### src/rtl/coin_return_timer_pkg.sv
// ============================================================================
// Module : coin_return_timer_pkg
// Brief  : Shared vending-machine definitions: denominations, widths, FSM states.
// Rev    : 1.0  initial release
// ============================================================================
`default_nettype none

package coin_return_timer_pkg;

  localparam int kNumCoins  = 3;
  localparam int kNumItems  = 4;
  localparam int kTotalBits = 31;
  localparam int kCoinValW  = 16;

  // Index 0 is the smallest denomination; values strictly ascending.
  localparam logic [kNumCoins*kCoinValW-1:0] kCoinValues = {16'd1000, 16'd500, 16'd100};

  typedef enum logic [1:0] {
    ST_IDLE     = 2'd0,
    ST_COUNT    = 2'd1,
    ST_DISPENSE = 2'd2
  } state_t;

endpackage

`default_nettype wire

### src/rtl/coin_return_timer_coin_change_picker.sv
// ============================================================================
// Module : coin_change_picker
// Brief  : Combinational greedy pick of the largest coin not exceeding remaining.
// Rev    : 1.0  initial release
// ============================================================================
`default_nettype none

module coin_change_picker #(
  parameter int NUM_COINS  = 3,
  parameter int COIN_VAL_W = 16,
  parameter int TOTAL_BITS = 31,
  parameter logic [NUM_COINS*COIN_VAL_W-1:0] COIN_VALUES = {16'd1000, 16'd500, 16'd100}
) (
  input  logic [TOTAL_BITS-1:0] i_remaining,
  output logic [NUM_COINS-1:0]  o_coin,
  output logic [TOTAL_BITS-1:0] o_value
);

  logic [NUM_COINS-1:0] w_fits;

  for (genvar i = 0; i < NUM_COINS; i++) begin : g_fit
    assign w_fits[i] = i_remaining >= TOTAL_BITS'(COIN_VALUES[i*COIN_VAL_W +: COIN_VAL_W]);
  end

  // Ascending values make w_fits a thermometer code; its top set bit is the pick.
  assign o_coin = w_fits & ~(w_fits >> 1);

  always_comb begin
    o_value = '0;
    for (int i = 0; i < NUM_COINS; i++) begin
      if (o_coin[i]) begin
        o_value = o_value | TOTAL_BITS'(COIN_VALUES[i*COIN_VAL_W +: COIN_VAL_W]);
      end
    end
  end

endmodule

`default_nettype wire

### src/rtl/coin_return_timer.sv
// ============================================================================
// Module : coin_return_timer
// Brief  : Coin-return controller; inactivity auto-return when
//          COIN_RETURN_TIMEOUT_EN is defined, trigger-only return otherwise.
// Rev    : 1.0  initial release
// ============================================================================
`default_nettype none

module coin_return_timer
  import coin_return_timer_pkg::*;
#(
  parameter int NUM_COINS      = kNumCoins,
  parameter int NUM_ITEMS      = kNumItems,
  parameter int TOTAL_BITS     = kTotalBits,
  parameter int COIN_VAL_W     = kCoinValW,
  parameter logic [NUM_COINS*COIN_VAL_W-1:0] COIN_VALUES = kCoinValues,
  parameter int TIMEOUT_CYCLES = 100
) (
  input  logic                                    clk,
  input  logic                                    reset_n,
  input  logic [NUM_COINS-1:0]                    i_input_coin,
  input  logic [NUM_ITEMS-1:0]                    i_select_item,
  input  logic [NUM_ITEMS-1:0]                    i_item_available,
  input  logic                                    i_trigger_return,
  input  logic [TOTAL_BITS-1:0]                   i_current_total,
  output logic [NUM_COINS-1:0]                    o_return_coin,
  output logic                                    o_busy,
  output logic [$clog2(TIMEOUT_CYCLES+1)-1:0]     o_wait_time,
  output logic                                    o_return_done,
  output logic [TOTAL_BITS-1:0]                   o_residue
);

  localparam int TIMER_W = $clog2(TIMEOUT_CYCLES + 1);
  localparam logic [TIMER_W-1:0]    TIMER_LOAD = TIMER_W'(TIMEOUT_CYCLES);
  localparam logic [TOTAL_BITS-1:0] MIN_COIN   = TOTAL_BITS'(COIN_VALUES[COIN_VAL_W-1:0]);

  state_t                r_state, w_state_nxt;
  logic                  r_pending, w_pending_nxt;
  logic [TOTAL_BITS-1:0] r_remaining, w_remaining_nxt;
  logic [NUM_COINS-1:0]  w_pick_coin;
  logic [TOTAL_BITS-1:0] w_pick_value;
  logic                  w_credit;
  logic                  w_coin_in;
  logic                  w_timeout;

  assign w_credit  = i_current_total >= MIN_COIN;
  assign w_coin_in = |i_input_coin;

  coin_change_picker #(
    .NUM_COINS   (NUM_COINS),
    .COIN_VAL_W  (COIN_VAL_W),
    .TOTAL_BITS  (TOTAL_BITS),
    .COIN_VALUES (COIN_VALUES)
  ) u_picker (
    .i_remaining (r_remaining),
    .o_coin      (w_pick_coin),
    .o_value     (w_pick_value)
  );

`ifdef COIN_RETURN_TIMEOUT_EN
  logic               w_activity;
  logic [TIMER_W-1:0] r_timer;

  assign w_activity  = w_coin_in || (|(i_select_item & i_item_available));
  assign w_timeout   = (r_timer == '0) && !w_activity;
  assign o_wait_time = r_timer;

  // Timer runs only while staying in COUNT, holds through DISPENSE, reloads otherwise.
  always_ff @(posedge clk or negedge reset_n) begin
    if (!reset_n) begin
      r_timer <= TIMER_LOAD;
    end else if (r_state == ST_COUNT && w_state_nxt == ST_COUNT) begin
      if (w_activity) begin
        r_timer <= TIMER_LOAD;
      end else if (r_timer != '0) begin
        r_timer <= r_timer - 1'b1;
      end
    end else if (w_state_nxt != ST_DISPENSE) begin
      r_timer <= TIMER_LOAD;
    end
  end
`else
  logic w_unused_sel;

  assign w_unused_sel = ^{i_select_item, i_item_available};
  assign w_timeout    = 1'b0;
  assign o_wait_time  = TIMER_LOAD;
`endif

  always_ff @(posedge clk or negedge reset_n) begin
    if (!reset_n) begin
      r_state     <= ST_IDLE;
      r_pending   <= 1'b0;
      r_remaining <= '0;
    end else begin
      r_state     <= w_state_nxt;
      r_pending   <= w_pending_nxt;
      r_remaining <= w_remaining_nxt;
    end
  end

  always_comb begin
    w_state_nxt     = r_state;
    w_pending_nxt   = r_pending;
    w_remaining_nxt = r_remaining;
    o_return_coin   = '0;
    o_busy          = 1'b0;
    o_return_done   = 1'b0;
    o_residue       = '0;
    case (r_state)
      ST_IDLE: begin
        if (w_credit) begin
          w_state_nxt = ST_COUNT;
          if (i_trigger_return) w_pending_nxt = 1'b1;
        end else begin
          w_pending_nxt = 1'b0;
        end
      end
      ST_COUNT: begin
        if (!w_credit) begin
          w_state_nxt   = ST_IDLE;
          w_pending_nxt = 1'b0;
        end else if (!w_coin_in && (r_pending || i_trigger_return || w_timeout)) begin
          w_state_nxt     = ST_DISPENSE;
          w_pending_nxt   = 1'b0;
          w_remaining_nxt = i_current_total;
        end else if (i_trigger_return) begin
          // A coin this cycle defers the return; it fires on the first coin-free cycle.
          w_pending_nxt = 1'b1;
        end
      end
      ST_DISPENSE: begin
        o_busy = 1'b1;
        if (r_remaining < MIN_COIN) begin
          o_return_done = 1'b1;
          o_residue     = r_remaining;
          w_state_nxt   = ST_IDLE;
        end else begin
          o_return_coin   = w_pick_coin;
          w_remaining_nxt = r_remaining - w_pick_value;
        end
      end
      default: begin
        w_state_nxt   = ST_IDLE;
        w_pending_nxt = 1'b0;
      end
    endcase
  end

endmodule

`default_nettype wire

### config.mk
export PLATFORM = sky130hd
export DESIGN_NAME = coin_return_timer
export DESIGN_NICKNAME = d
export VERILOG_FILES = /design/src/rtl/coin_return_timer_pkg.sv /design/src/rtl/coin_return_timer_coin_change_picker.sv /design/src/rtl/coin_return_timer.sv
export SDC_FILE = /design/constraint.sdc
export NUM_CORES = 1
export LEC_CHECK = 0
export ABC_AREA = 0
export ABC_CLOCK_PERIOD_IN_PS = 10100
export BUFFER_PORTS_ARGS = -buffer_cell sky130_fd_sc_hd__buf_2
export CAP_MARGIN = 20
export CELL_PAD_IN_SITES_DETAIL_PLACEMENT = 0
export CELL_PAD_IN_SITES_GLOBAL_PLACEMENT = 1
export CORE_ASPECT_RATIO = 2
export CORE_UTILIZATION = 40
export CTS_BUF_LIST = sky130_fd_sc_hd__clkbuf_8
export DETAILED_ROUTE_END_ITERATION = 16
export PLACE_DENSITY_LB_ADDON = 0.1
export SLEW_MARGIN = 10
export SYNTH_ARGS = -nofsm -noshare
export SYNTH_HDL_FRONTEND = slang
export SYNTH_SLANG_ARGS = --single-unit
### constraint.sdc
create_clock -name clk -period 10.1 [get_ports clk]
set_input_delay 0.505 -clock clk [delete_from_list [all_inputs] [get_ports clk]]
set_output_delay 0.505 -clock clk [all_outputs]
set_load 0.01 [all_outputs]
# After elaboration in Yosys (flattened, before gate mapping)
# Cells that the tools add are included.
[classes]
addsub = 1
mux = 24
n_bitwise = 2
n_lt_le_gt_ge = 5
n_reduce_logical = 8
n_eq_ne = 8
[op_table]
columns = ["op", "n"]
rows = [
  ["two-way mux 31 bit", 5],
  ["greater-or-equal comparator 31 x 7 -> 1 bit, second input constant", 2],
  ["case mux 31 bit (2 select lines)", 1],
  ["greater-or-equal comparator 31 x 10 -> 1 bit, second input constant", 1],
  ["greater-or-equal comparator 31 x 9 -> 1 bit, second input constant", 1],
  ["< comparator 31 x 7 -> 1 bit, second input constant", 1],
  ["subtractor 31 bit", 1],
  ["two-way mux 10 bit", 1],
  ["!= test 2 bit, second input constant", 5],
  ["two-way mux 9 bit", 1],
  ["two-way mux 2 bit", 4],
  ["two-way mux 1 bit", 7],
  ["two-way mux 7 bit", 1],
  ["two-way mux 3 bit", 2],
  ["case mux 2 bit (3 select lines)", 1],
  ["AND reduction 4 bit", 1],
  ["AND 3 bit", 1],
  ["!= test 3 bit, second input constant", 1],
  ["NOT 2 -> 3 bit", 1],
  ["case mux 1 bit (3 select lines)", 1],
  ["AND reduction 3 bit", 1],
  ["OR reduction 3 bit", 1],
  ["== test 2 x 1 -> 1 bit, second input constant", 1],
  ["== test 2 bit, second input constant", 1],
  ["other kinds (5)", 5],
]
[word_totals]
out_inout_bits = 43
reg_bits = 34
in_bits = 45
elab_cells = 51

# Depth between registers and ports, before layout
# Gate-level depths: netlist of the first run.
[depth]
word_depth = 9
ltp_mapped = 15
ltp_nobuf = 14

# Hierarchy
# A second synthesis of the first run with hierarchy kept.
[hier_totals]
cells_unflattened = 533
hier_area_um2 = 4005.1
[modules_own_cells]
columns = ["mod", "area_per_inst_um2", "cells_each", "instances"]
rows = [
  ["coin_return_timer", 3612.2, 479, 1],
  ["coin_change_picker", 392.9, 54, 1],
]

# Worst setup path before layout of the first run
# No wires, ideal clock.
[synth_path]
kind = "flip-flop to flip-flop"
from = "register r_remaining[13]"
to = "register r_remaining[20]"
n_path_buf = 2
synth_period_minus_slack_ps = 4326
setup_slack_ps = 5774
setup_time_ps = 124
t_arrival_ps = 4202
stages_incl_launch_ff = 15
required_time_ps = 9976
cell_sequence = "dfrtp_1 or4_1 clkbuf_1 or4_1 or2_1 clkbuf_1 o41ai_1 ha_1 fa_1 nand2b_1 a21oi_1 o41a_1 or4_1 o311a_1 a211o_1"
[synth_via]
elab_chain_cells = 9
elab_cells_between_ends = 14
[synth_lines]
columns = ["element", "line", "rtl"]
rows = [
  ["start, declared", "coin_return_timer.sv:39", "logic [TOTAL_BITS-1:0] r_remaining, w_remaining_nxt;"],
  ["start signal, assigned", "coin_return_timer.sv:98", "r_remaining <= w_remaining_nxt;"],
  ["greater-or-equal comparator 31 x 9 -> 1 bit", "coin_return_timer_coin_change_picker.sv:22", "assign w_fits[i] = i_remaining >= TOTAL_BITS'(COIN_VALUES[i*COIN_VAL_W +: COIN_VAL_W]);"],
  ["NOT 2 -> 3 bit", "coin_return_timer_coin_change_picker.sv:26", "assign o_coin = w_fits & ~(w_fits >> 1);"],
  ["AND 3 bit", "coin_return_timer_coin_change_picker.sv:26", ""],
  ["two-way mux 7 bit", "coin_return_timer_coin_change_picker.sv:31", "if (o_coin[i]) begin"],
  ["two-way mux 9 bit", "coin_return_timer_coin_change_picker.sv:31", ""],
  ["two-way mux 10 bit", "coin_return_timer_coin_change_picker.sv:31", ""],
  ["subtractor 31 bit", "coin_return_timer.sv:140", "w_remaining_nxt = r_remaining - w_pick_value;"],
  ["two-way mux 31 bit", "coin_return_timer.sv:134", "if (r_remaining < MIN_COIN) begin"],
  ["case mux 31 bit (2 select lines)", "coin_return_timer.sv:110", "case (r_state)"],
]
# Parallel ways exist; a longest one is shown, timed or not. The select of a mux whose other input is x is not followed.
# A chain may end at the register's enable or synchronous reset.

# Final worst setup path of the first run
[layout_path]
from = "register r_remaining[13]"
to = "register r_remaining[23]"
# The elaborated chain is that of the path after synthesis.

==> impl_metrics.tcl, run 1 <==
set metrics [dict create \
    grt_usage_pct 25.24 \
    top_layer_used "met4" \
    clock-sinks 34 \
    syn_inst 345 \
    seqCellArea_sq_um 850.8 \
    crit_arrival_ps 5090 \
    syn2layout_area_growth_pct 9.177 \
    wl_per_cell_um 17.96 \
    setup-tns-final_ps 0 \
    max_freq_mhz 204.9 \
    multi_input_area_sq_um 1680 \
    wl_um 8475 \
    die_w_um 60.82 \
    antenna_cells 0 \
    drt_pass1_iterations 4 \
    total_power_uw 518.9 \
    cap_violations 0 \
    grt_max_degree 42 \
    cts_buffer_depth 2 \
    cts_tree "built" \
    synth_edf_count 0 \
    ys_ff_latch 34 \
    synth_area_leaders "dfrtp_1 (31%), buf_4 (8.4%), a21oi_1 (4.9%)" \
    netlist_area_sq_um 2768 \
    ys_types 58 \
    ys_async_sr_fraction_pct 100.0 \
    p_int_uw 306.6 \
    vias 2744 \
    end_kind "flip-flop" \
    rows 42 \
    run_status "complete, no violations" \
    slew_headroom_pct 36.90 \
    grt_pass1_wl_um 13410 \
    drt_iter0_drc 155 \
    pin_count 88 \
    nets 437 \
    postSynthAreaPerCell_sq_um 8.022 \
    root_buffer "clkbuf_8" \
    ys.flop_type "dfrtp_1" \
    antenna_found_initial 0 \
    min_period_ps 4880 \
    grt_setup_unrepaired "false" \
    cts_buffers 5 \
    slew_violations 0 \
    clock_latency_ps 300 \
    io_buffers 48 \
    tightestPinTransition_ps 942.3 \
    wl_met2_um 4620 \
    start_util_pct 41.47 \
    p_clk_share_pct 20.3 \
    hold_viol 0 \
    fill_cells 726 \
    viasPerCell 5.814 \
    crit_type "flip-flop to flip-flop" \
    post-synth-top-count-cell "dfrtp_1" \
    ys_seq_area_share_pct 30.74 \
    antenna_left 0 \
    htree_levels 2 \
    design.die.area_sq_um 7276 \
    post_cts_buffers 0 \
    finalCritPeriodShare_pct 48.32 \
    reg2reg_depth 11 \
    p_per_area_nw_per_um2 171.7 \
    critical_path_required_ps 10310 \
    switchingPower_uw 212.4 \
    drcViolationCount 0 \
    yosysTopAreaCell "dfrtp_1" \
    synth.top_cell.area_share_pct 30.74 \
    path_cells "or4_1 -> or4_1 -> or2_1 -> o41ai_1 -> ha_1 -> nor2b_1 -> o31a_1 -> o211ai_1 -> nand4_1 -> o31a_1 -> nor3_1" \
    grt-ovfl-total 0 \
    crit_path_start_kind "flip-flop" \
    p_sw_share_pct 40.92 \
    skew_ps 6.120 \
    crit_start "r_remaining[13]" \
    hp-class "input port to asynchronous set/reset pin" \
    drive_gt1_share_pct 16.93 \
    slowest_delay_ps 780 \
    final_util_pct 45.28 \
    clk_pin_slew_worst_paths_ps 70 \
    power_frac_comb_pct 33.8 \
    cp_max_fo 11 \
    hpwl_um 6375 \
    die_h_um 119.6 \
    gp_congestion 0.8532 \
    postCtsResizedCells 0 \
    r2r-start "r_remaining[13]" \
    yosysWarnings 0 \
    met3WireLength_um 356 \
    setup_viol 0 \
    power.leakage_uw 0.001303 \
    met1_length_um 3094 \
    fp.coreArea_sq_um 6674 \
    power_frac_seq_pct 45.8 \
    peakVddDrop_v 0.00009045 \
    synth_commonest_cells "dfrtp_1 (34), buf_4 (31), nor2_1 (28)" \
    grt_pass1_vias 2564 \
    critPathSlowestCell "o211ai_1" \
    holdBufCountCts 0 \
]
==> power by group through the flow <==
stage / Combinational (uW) / Clock [uW] / Sequential [uW]
after floorplan: 143 / 0 / 218
after CTS: 175 / 110 / 237
after detailed placement: 175 / 0 / 240
after global routing: 198 / 116 / 245
after global placement: 172 / 0 / 238
final: 175 / 106 / 238
==> cell usage in the layout (no fill, tap or decap), types with 7 or more instances in the layout <==
master    instances
inv_1             7
o21ai_0          21
nor4_1           13
o22ai_1           9
buf_2            48
nand2_1          27
and3_1            8
ha_1              8
dfrtp_1          34
nand2b_1          8
nor3_1           16
a21oi_1          27
nand4_1           9
conb_1           31
nor2_1           28
==> final timing paths <==
kind | slack [ps] | to
hold reg to reg | 480 | r_remaining[0]
hold / removal | 290 | r_remaining[5]
min in group clk | 450 | r_remaining[0]
setup / recovery | 5220 | r_remaining[23]
max in group asynchronous | 9290 | r_remaining[17]
setup reg to reg | 5220 | r_remaining[23]
==> final cells by class <==
cell class | count | share of cell area (%)
Sequential cell | 34 | 28.16
Timing Repair Buffer | 51 | 8.696
Tap cell | 88 | 3.644
Clock buffer | 6 | 2.733
Inverter | 7 | 0.8696
Clock inverter | 2 | 0.2899
Multi-Input combinational cell | 284 | 55.61
==> kinds of logic after synthesis <==
logic type / Yosys count / synth area share (%)
muxes: 2 / 0.7234
DFF: 34 / 30.74
xor gates and xnor gates: 7 / 2.215
AOI/OAI and AO/OA: 100 / 24.14
other: 2 / 0.2713
adders and majority gates: 9 / 4.340
buffers and inverters: 56 / 12.48
and+or+nand+nor: 135 / 25.09
==> registers in the layout (all words and copies together), names as in the netlist <==
register     flops
r_pending        1
r_state          2
r_remaining     31
==> critical path, delay by kind of cell, from the launching register on <==
family                   cells  cell delay [ps]
AND/OR/NAND/NOR              6             2160
AO/OA/AOI/OAI                4             1910
flip-flops                   1              440
adder cells (fa/ha/maj)      1              290
==> per-stage QoR <==
| stage | setup slack [ps] | hold WS (ps) | instance area, sq um | std cells |
|---|---|---|---|---|
| after detailed placement | 5229 | 470.2 | 2930 | 464 |
| final | 5220 | 291.0 | 3022 | 472 |
| after global routing | 4945 | 354.3 | 3022 | 472 |
| after global placement | 5265 | 452.8 | 2930 | 464 |
| after CTS | 5215 | 326.9 | 3022 | 472 |
| after floorplan | 5774 | 209.4 | 2877 | 374 |
==> routing by layer <==
metal | track usage [%] | vias up
met5 | 0 | -
met4 | 14.77 | 0
met3 | 3.987 | 24
met2 | 44.44 | 93
met1 | 26.72 | 1331
li1 | - | 1296
(Power assumes the default switching activity.)
==> inputs of run 2 (changes only) <==
- ABC_CLOCK_PERIOD_IN_PS: 10100 -> 4800
- CORE_UTILIZATION: 40 -> 38
- clock period: 10.1 -> 4.8 ns (I/O delays scaled with it)
==> run 2 against run 1 <==
  * Sequential share of layout area fell by 0.57 points
  * Critical endpoint is now r_remaining[20]
  * Final area rose by 2.1%
  * Global-route usage shrank 0.83 points
  * Clock power grew 110%
  * Die area up 5.1%
  * Non-clock buffer count grew 8
  * First-iteration DRC count fell by 14%
  * Final cell count rose by 2.1%
  * Combinational power up 110%
==> impl_metrics.tcl, run 2 (synthesis gave the netlist of run 1 again) <==
set metrics [dict create \
    cap_violations 0 \
    max_freq_mhz 224.7 \
    setup-tns-final_ps 0 \
    cts_tree "built" \
    grt-ovfl-total 0 \
    grt_max_degree 35 \
    setup_viol 0 \
    finalCritPeriodShare_pct 92.71 \
    io_buffers 48 \
    instances_no_fill 482 \
    postCtsResizedCells 0 \
    drive_gt1_share_pct 18.62 \
    antenna_left 0 \
    p_per_area_nw_per_um2 359.1 \
    antenna_cells 0 \
    htree_levels 2 \
    total_power_uw 1107 \
    reg_top3 "r_remaining x31, r_state x2, r_pending x1" \
    post_cts_buffers 0 \
    switchingPower_uw 457.0 \
    slew_violations 0 \
    hpwl_um 6655 \
    grt_pass1_vias 2712 \
    slew_headroom_pct 33.79 \
    antenna_found_initial 0 \
    crit_arrival_ps 4640 \
    final_cell_mix "buf_2 (48), dfrtp_1 (34), conb_1 (31)" \
    run_status "complete, no violations" \
    drt_pass1_iterations 4 \
    start_util_pct 39.57 \
    largest_reg_flops 31 \
    drcViolationCount 0 \
    hp-class "input port to asynchronous set/reset pin" \
    grt_setup_unrepaired "false" \
    design.die.area_sq_um 7649 \
    power_frac_seq_pct 45.7 \
    min_period_ps 4450 \
    die_w_um 62.35 \
    peakVddDrop_v 0.0001849 \
    power.leakage_uw 0.001342 \
    root_buffer "clkbuf_8" \
    grt_pass1_wl_um 14040 \
    pin_count 88 \
    clk_pin_slew_worst_paths_ps 70 \
    end_kind "flip-flop" \
    cts_buffer_depth 2 \
    cp_max_fo 6 \
    skew_ps 5.547 \
    vias 2772 \
    cts_buffers 5 \
    hold_viol 0 \
    power_frac_comb_pct 33.7 \
    gp_congestion 0.8745 \
    dp_cells 474 \
    crit_type "flip-flop to flip-flop" \
    hold_ws_ps 27.96 \
    crit_path_start_kind "flip-flop" \
    p_int_uw 650.4 \
    regMostFlops "r_remaining" \
    fill_cells 766 \
    p_sw_share_pct 41.27 \
    tightestPinTransition_ps 992.0 \
    viasPerCell 5.751 \
    clock_latency_ps 300 \
    holdBufCountCts 0 \
    die_h_um 122.7 \
    rows 43 \
    wl_um 8822 \
    syn2layout_area_growth_pct 11.44 \
    clock-sinks 34 \
    p_clk_share_pct 20.5 \
    critical_path_required_ps 4990 \
    drt_iter0_drc 133 \
    grt_usage_pct 24.42 \
    nets 445 \
    layout_commonest_cell "buf_2" \
    fp.coreArea_sq_um 6994 \
    wl_per_cell_um 18.30 \
]
[run 2: cell count changes in the layout (fill, tap and decap cells not counted), sizes merged]
cell / delta
buf: +8
[run 2: per-layer routing]
metal  wire length (um)  global-route usage [%]  part of all wire [%]
met5                  0                       0                     0
met4                380                   17.01                   4.3
met3                323                   2.881                   3.7
met2               4910                   46.15                    56
met1               3208                   24.49                    36
[run 2: critical path, cell delays in order (launching register included)]
cell	delay [ps]
dfrtp_1	440
or4_1	610
or4_1	480
or2_1	260
o41ai_1	430
ha_1	260
fa_1	180
nand2b_1	150
a21oi_1	130
o41a_1	400
or4_1	440
o311a_1	310
a211o_1	230
[run 2: final cells by class]
cell class / instances / area (sq um) / share of cell area [%]
Clock buffer: 6 / 82.58 / 2.677
Clock inverter: 2 / 8.758 / 0.2840
Inverter: 7 / 26.28 / 0.8519
Multi-Input combinational cell: 284 / 1680 / 54.48
Sequential cell: 34 / 850.8 / 27.59
Tap cell: 90 / 112.6 / 3.651
Timing Repair Buffer: 59 / 322.8 / 10.47
[run 2: power by group through the flow]
stage	Combinational (uW)	Sequential, uW	Clock (uW)
3_3_place_gp	370	506	0
5_1_grt	424	521	246
3_5_place_dp	375	509	0
2_1_floorplan	301	459	0
6_report	373	507	227
4_1_cts	376	503	234
[run 2: metrics by stage]
step | instance area (sq um) | worst slack, ps | util [%]
final | 3084 | 349.8 | 44.10
after global routing | 3084 | 113.4 | 44.10
after CTS | 3084 | 316.5 | 44.10
after detailed placement | 2993 | 347.9 | 42.79
after global placement | 2993 | 364.4 | 42.79
after floorplan | 2877 | 474.1 | -
[run 2: worst paths after layout]
path                                    startpoint               to  slack (ps)  depth (start not counted)
worst max-delay path               r_remaining[13]  r_remaining[20]         350                         12
worst min-delay path                       reset_n   r_remaining[5]          30                          1
worst max register to register     r_remaining[13]  r_remaining[20]         350                         12
worst min register to register      r_remaining[0]   r_remaining[0]         480                          2
max in group asynchronous                  reset_n   r_remaining[8]        4240                          1
min in group clk                i_current_total[0]   r_remaining[0]         180                          3
==> inputs of run 3 (changes only) <==
- ABC_CLOCK_PERIOD_IN_PS: 4800 -> 4350
- clock period: 4.8 -> 4.35 ns (I/O delays scaled with it)
==> run 3 against run 2 <==
  * Die area unchanged
  * Core utilization up 1.3 points
  * Total power up 14%
  * Register-to-register slack worse by 180 ps
  * Sequential share of layout area down 0.78 points
  * Hold slack worse by 34 ps
  * The flow now finishes with violations (hold timing)
  * Global-route usage down 0.50 points
  * Non-clock buffer count up 10
  * First-iteration DRC count up 3.8%
  * Combinational power up 25%
  * Final area up 2.9%
==> impl_metrics.tcl, run 3 (synthesis gave the netlist of run 1 again) <==
set metrics [dict create \
    syn2layout_area_growth_pct 14.69 \
    nets 455 \
    violations "hold timing" \
    critPathSlowestCell "or4_1" \
    tightestPinTransition_ps 874.5 \
    power.leakage_uw 0.001395 \
    crit_path_start_kind "flip-flop" \
    drive_gt1_share_pct 21.39 \
    r2r-start "r_remaining[13]" \
    io_buffers 48 \
    power_frac_comb_pct 37.0 \
    vias 2788 \
    hpwl_um 6872 \
    grt_setup_unrepaired "false" \
    fp.coreArea_sq_um 6994 \
    cts_buffer_depth 2 \
    largest_reg_flops 31 \
    timing.rr.end "r_remaining[20]" \
    crit_arrival_ps 4370 \
    gp_congestion 0.8744 \
    regMostFlops "r_remaining" \
    cpMostUsedCell "or4_1" \
    drt_iter0_drc 138 \
    p_sw_share_pct 41.06 \
    switchingPower_uw 519.6 \
    hp-class "input port to asynchronous set/reset pin" \
    hold_viol 6 \
    grt_pass1_wl_um 13570 \
    viasPerCell 5.667 \
    antenna_left 0 \
    antenna_cells 0 \
    cap_violations 0 \
    min_period_ps 4176 \
    grt_pass1_vias 2628 \
    layout_commonest_cell "buf_2" \
    wl_um 8874 \
    htree_levels 2 \
    wl_per_cell_um 18.04 \
    max_freq_mhz 239.4 \
    peakVddDrop_v 0.0002073 \
    cts_buffers 5 \
    start_util_pct 39.57 \
    p_per_area_nw_per_um2 398.7 \
    hold_ws_ps -5.579 \
    root_buffer "clkbuf_8" \
    setup-tns-final_ps 0 \
    clock_latency_ps 300 \
    design.die.area_sq_um 7649 \
    slowest_delay_ps 600 \
    setup_viol 0 \
    antenna_found_initial 0 \
    critical_path_required_ps 4540 \
    cts_tree "built" \
    r2r_slack_ps 170 \
    slew_violations 0 \
    die_w_um 62.35 \
    path_cells "or4_1 -> or4_1 -> or2_1 -> nand2b_1 -> o41ai_2 -> ha_2 -> fa_1 -> nand2b_1 -> a21oi_1 -> o41a_1 -> or4_1 -> o311a_1 -> a211o_1" \
    grt-ovfl-total 0 \
    pin_count 88 \
    final_cell_mix "buf_2 (48), dfrtp_1 (34), conb_1 (31)" \
    power_frac_seq_pct 42.9 \
    rows 43 \
    reg2reg_depth 13 \
    run_status "finished with violations" \
    clock-sinks 34 \
    p_int_uw 745.9 \
    skew_ps 8.690 \
    grt_usage_pct 23.91 \
    drcViolationCount 0 \
    reg_top3 "r_remaining x31, r_state x2, r_pending x1" \
    p_clk_share_pct 20.1 \
    clk_pin_slew_worst_paths_ps 80 \
    crit_type "flip-flop to flip-flop" \
    total_power_uw 1266 \
    finalCritPeriodShare_pct 96.01 \
    die_h_um 122.7 \
    end_kind "flip-flop" \
    grt_max_degree 41 \
    cp_max_fo 3 \
    slew_headroom_pct 40.96 \
    post_cts_buffers 0 \
    drt_pass1_iterations 4 \
]
==> run 3: repair_timing <==
action	in CTS	in global routing
gates resized for setup	0	3
setup endpoints to repair	0	5
hold buffers	0	0
==> run 3: critical path: cells and delay by family, from the launching register on <==
| kind | cells | cell delay [ps] |
|---|---|---|
| simple gates | 6 | 2160 |
| compound gates | 5 | 1090 |
| fa+ha+maj | 2 | 430 |
| flops | 1 | 380 |
==> run 3: routing by layer <==
layer  part of all wire [%]  wire length, um  track usage [%]  vias up
li1                       -                -                -     1338
met4                    4.0              357            13.23        0
met1                     36             3180            23.47     1355
met5                      0                0                0        -
met3                    3.1              274            2.788       19
met2                     57             5061            47.46       76
==> run 3: metrics by stage <==
stage                     instances  utilization (%)  cell area (sq um)  setup slack [ps]
after CTS                       492            45.17               3159             31.69
after global placement          484            43.86               3068             103.7
after detailed placement        484            43.86               3068             40.80
after floorplan                 374                -               2877             24.12
final                           492            45.38               3174             173.6
after global routing            492            45.38               3174             47.24
==> run 3: area by class of cell <==
cell class / count / area (sq um)
Fill cell: 776 / 3820
Clock buffer: 6 / 82.58
Clock inverter: 2 / 8.758
Timing Repair Buffer: 69 / 397.9
Multi-Input combinational cell: 284 / 1695
Sequential cell: 34 / 850.8
Inverter: 7 / 26.28
Tap cell: 90 / 112.6
==> run 3: power by group through the flow <==
stage	sequential (uW)	clock (uW)	combinational, uW
floorplan	506	0	333
global placement	543	0	464
detailed placement	544	0	468
CTS	538	260	468
global route	556	271	522
finish	544	254	468
==> run 3: worst max path at each step <==
| stage | start | endpoint | slack [ps] | cells past startpoint |
|---|---|---|---|---|
| finish | r_remaining[13] | r_remaining[20] | 170 | 13 |
| global route | r_remaining[13] | r_remaining[20] | 50 | 13 |
| CTS | r_remaining[13] | r_remaining[20] | 30 | 12 |
| detailed placement | r_remaining[13] | r_remaining[20] | 40 | 12 |
| global placement | r_remaining[13] | r_remaining[20] | 100 | 12 |
| floorplan | r_remaining[13] | r_remaining[20] | 20 | 14 |
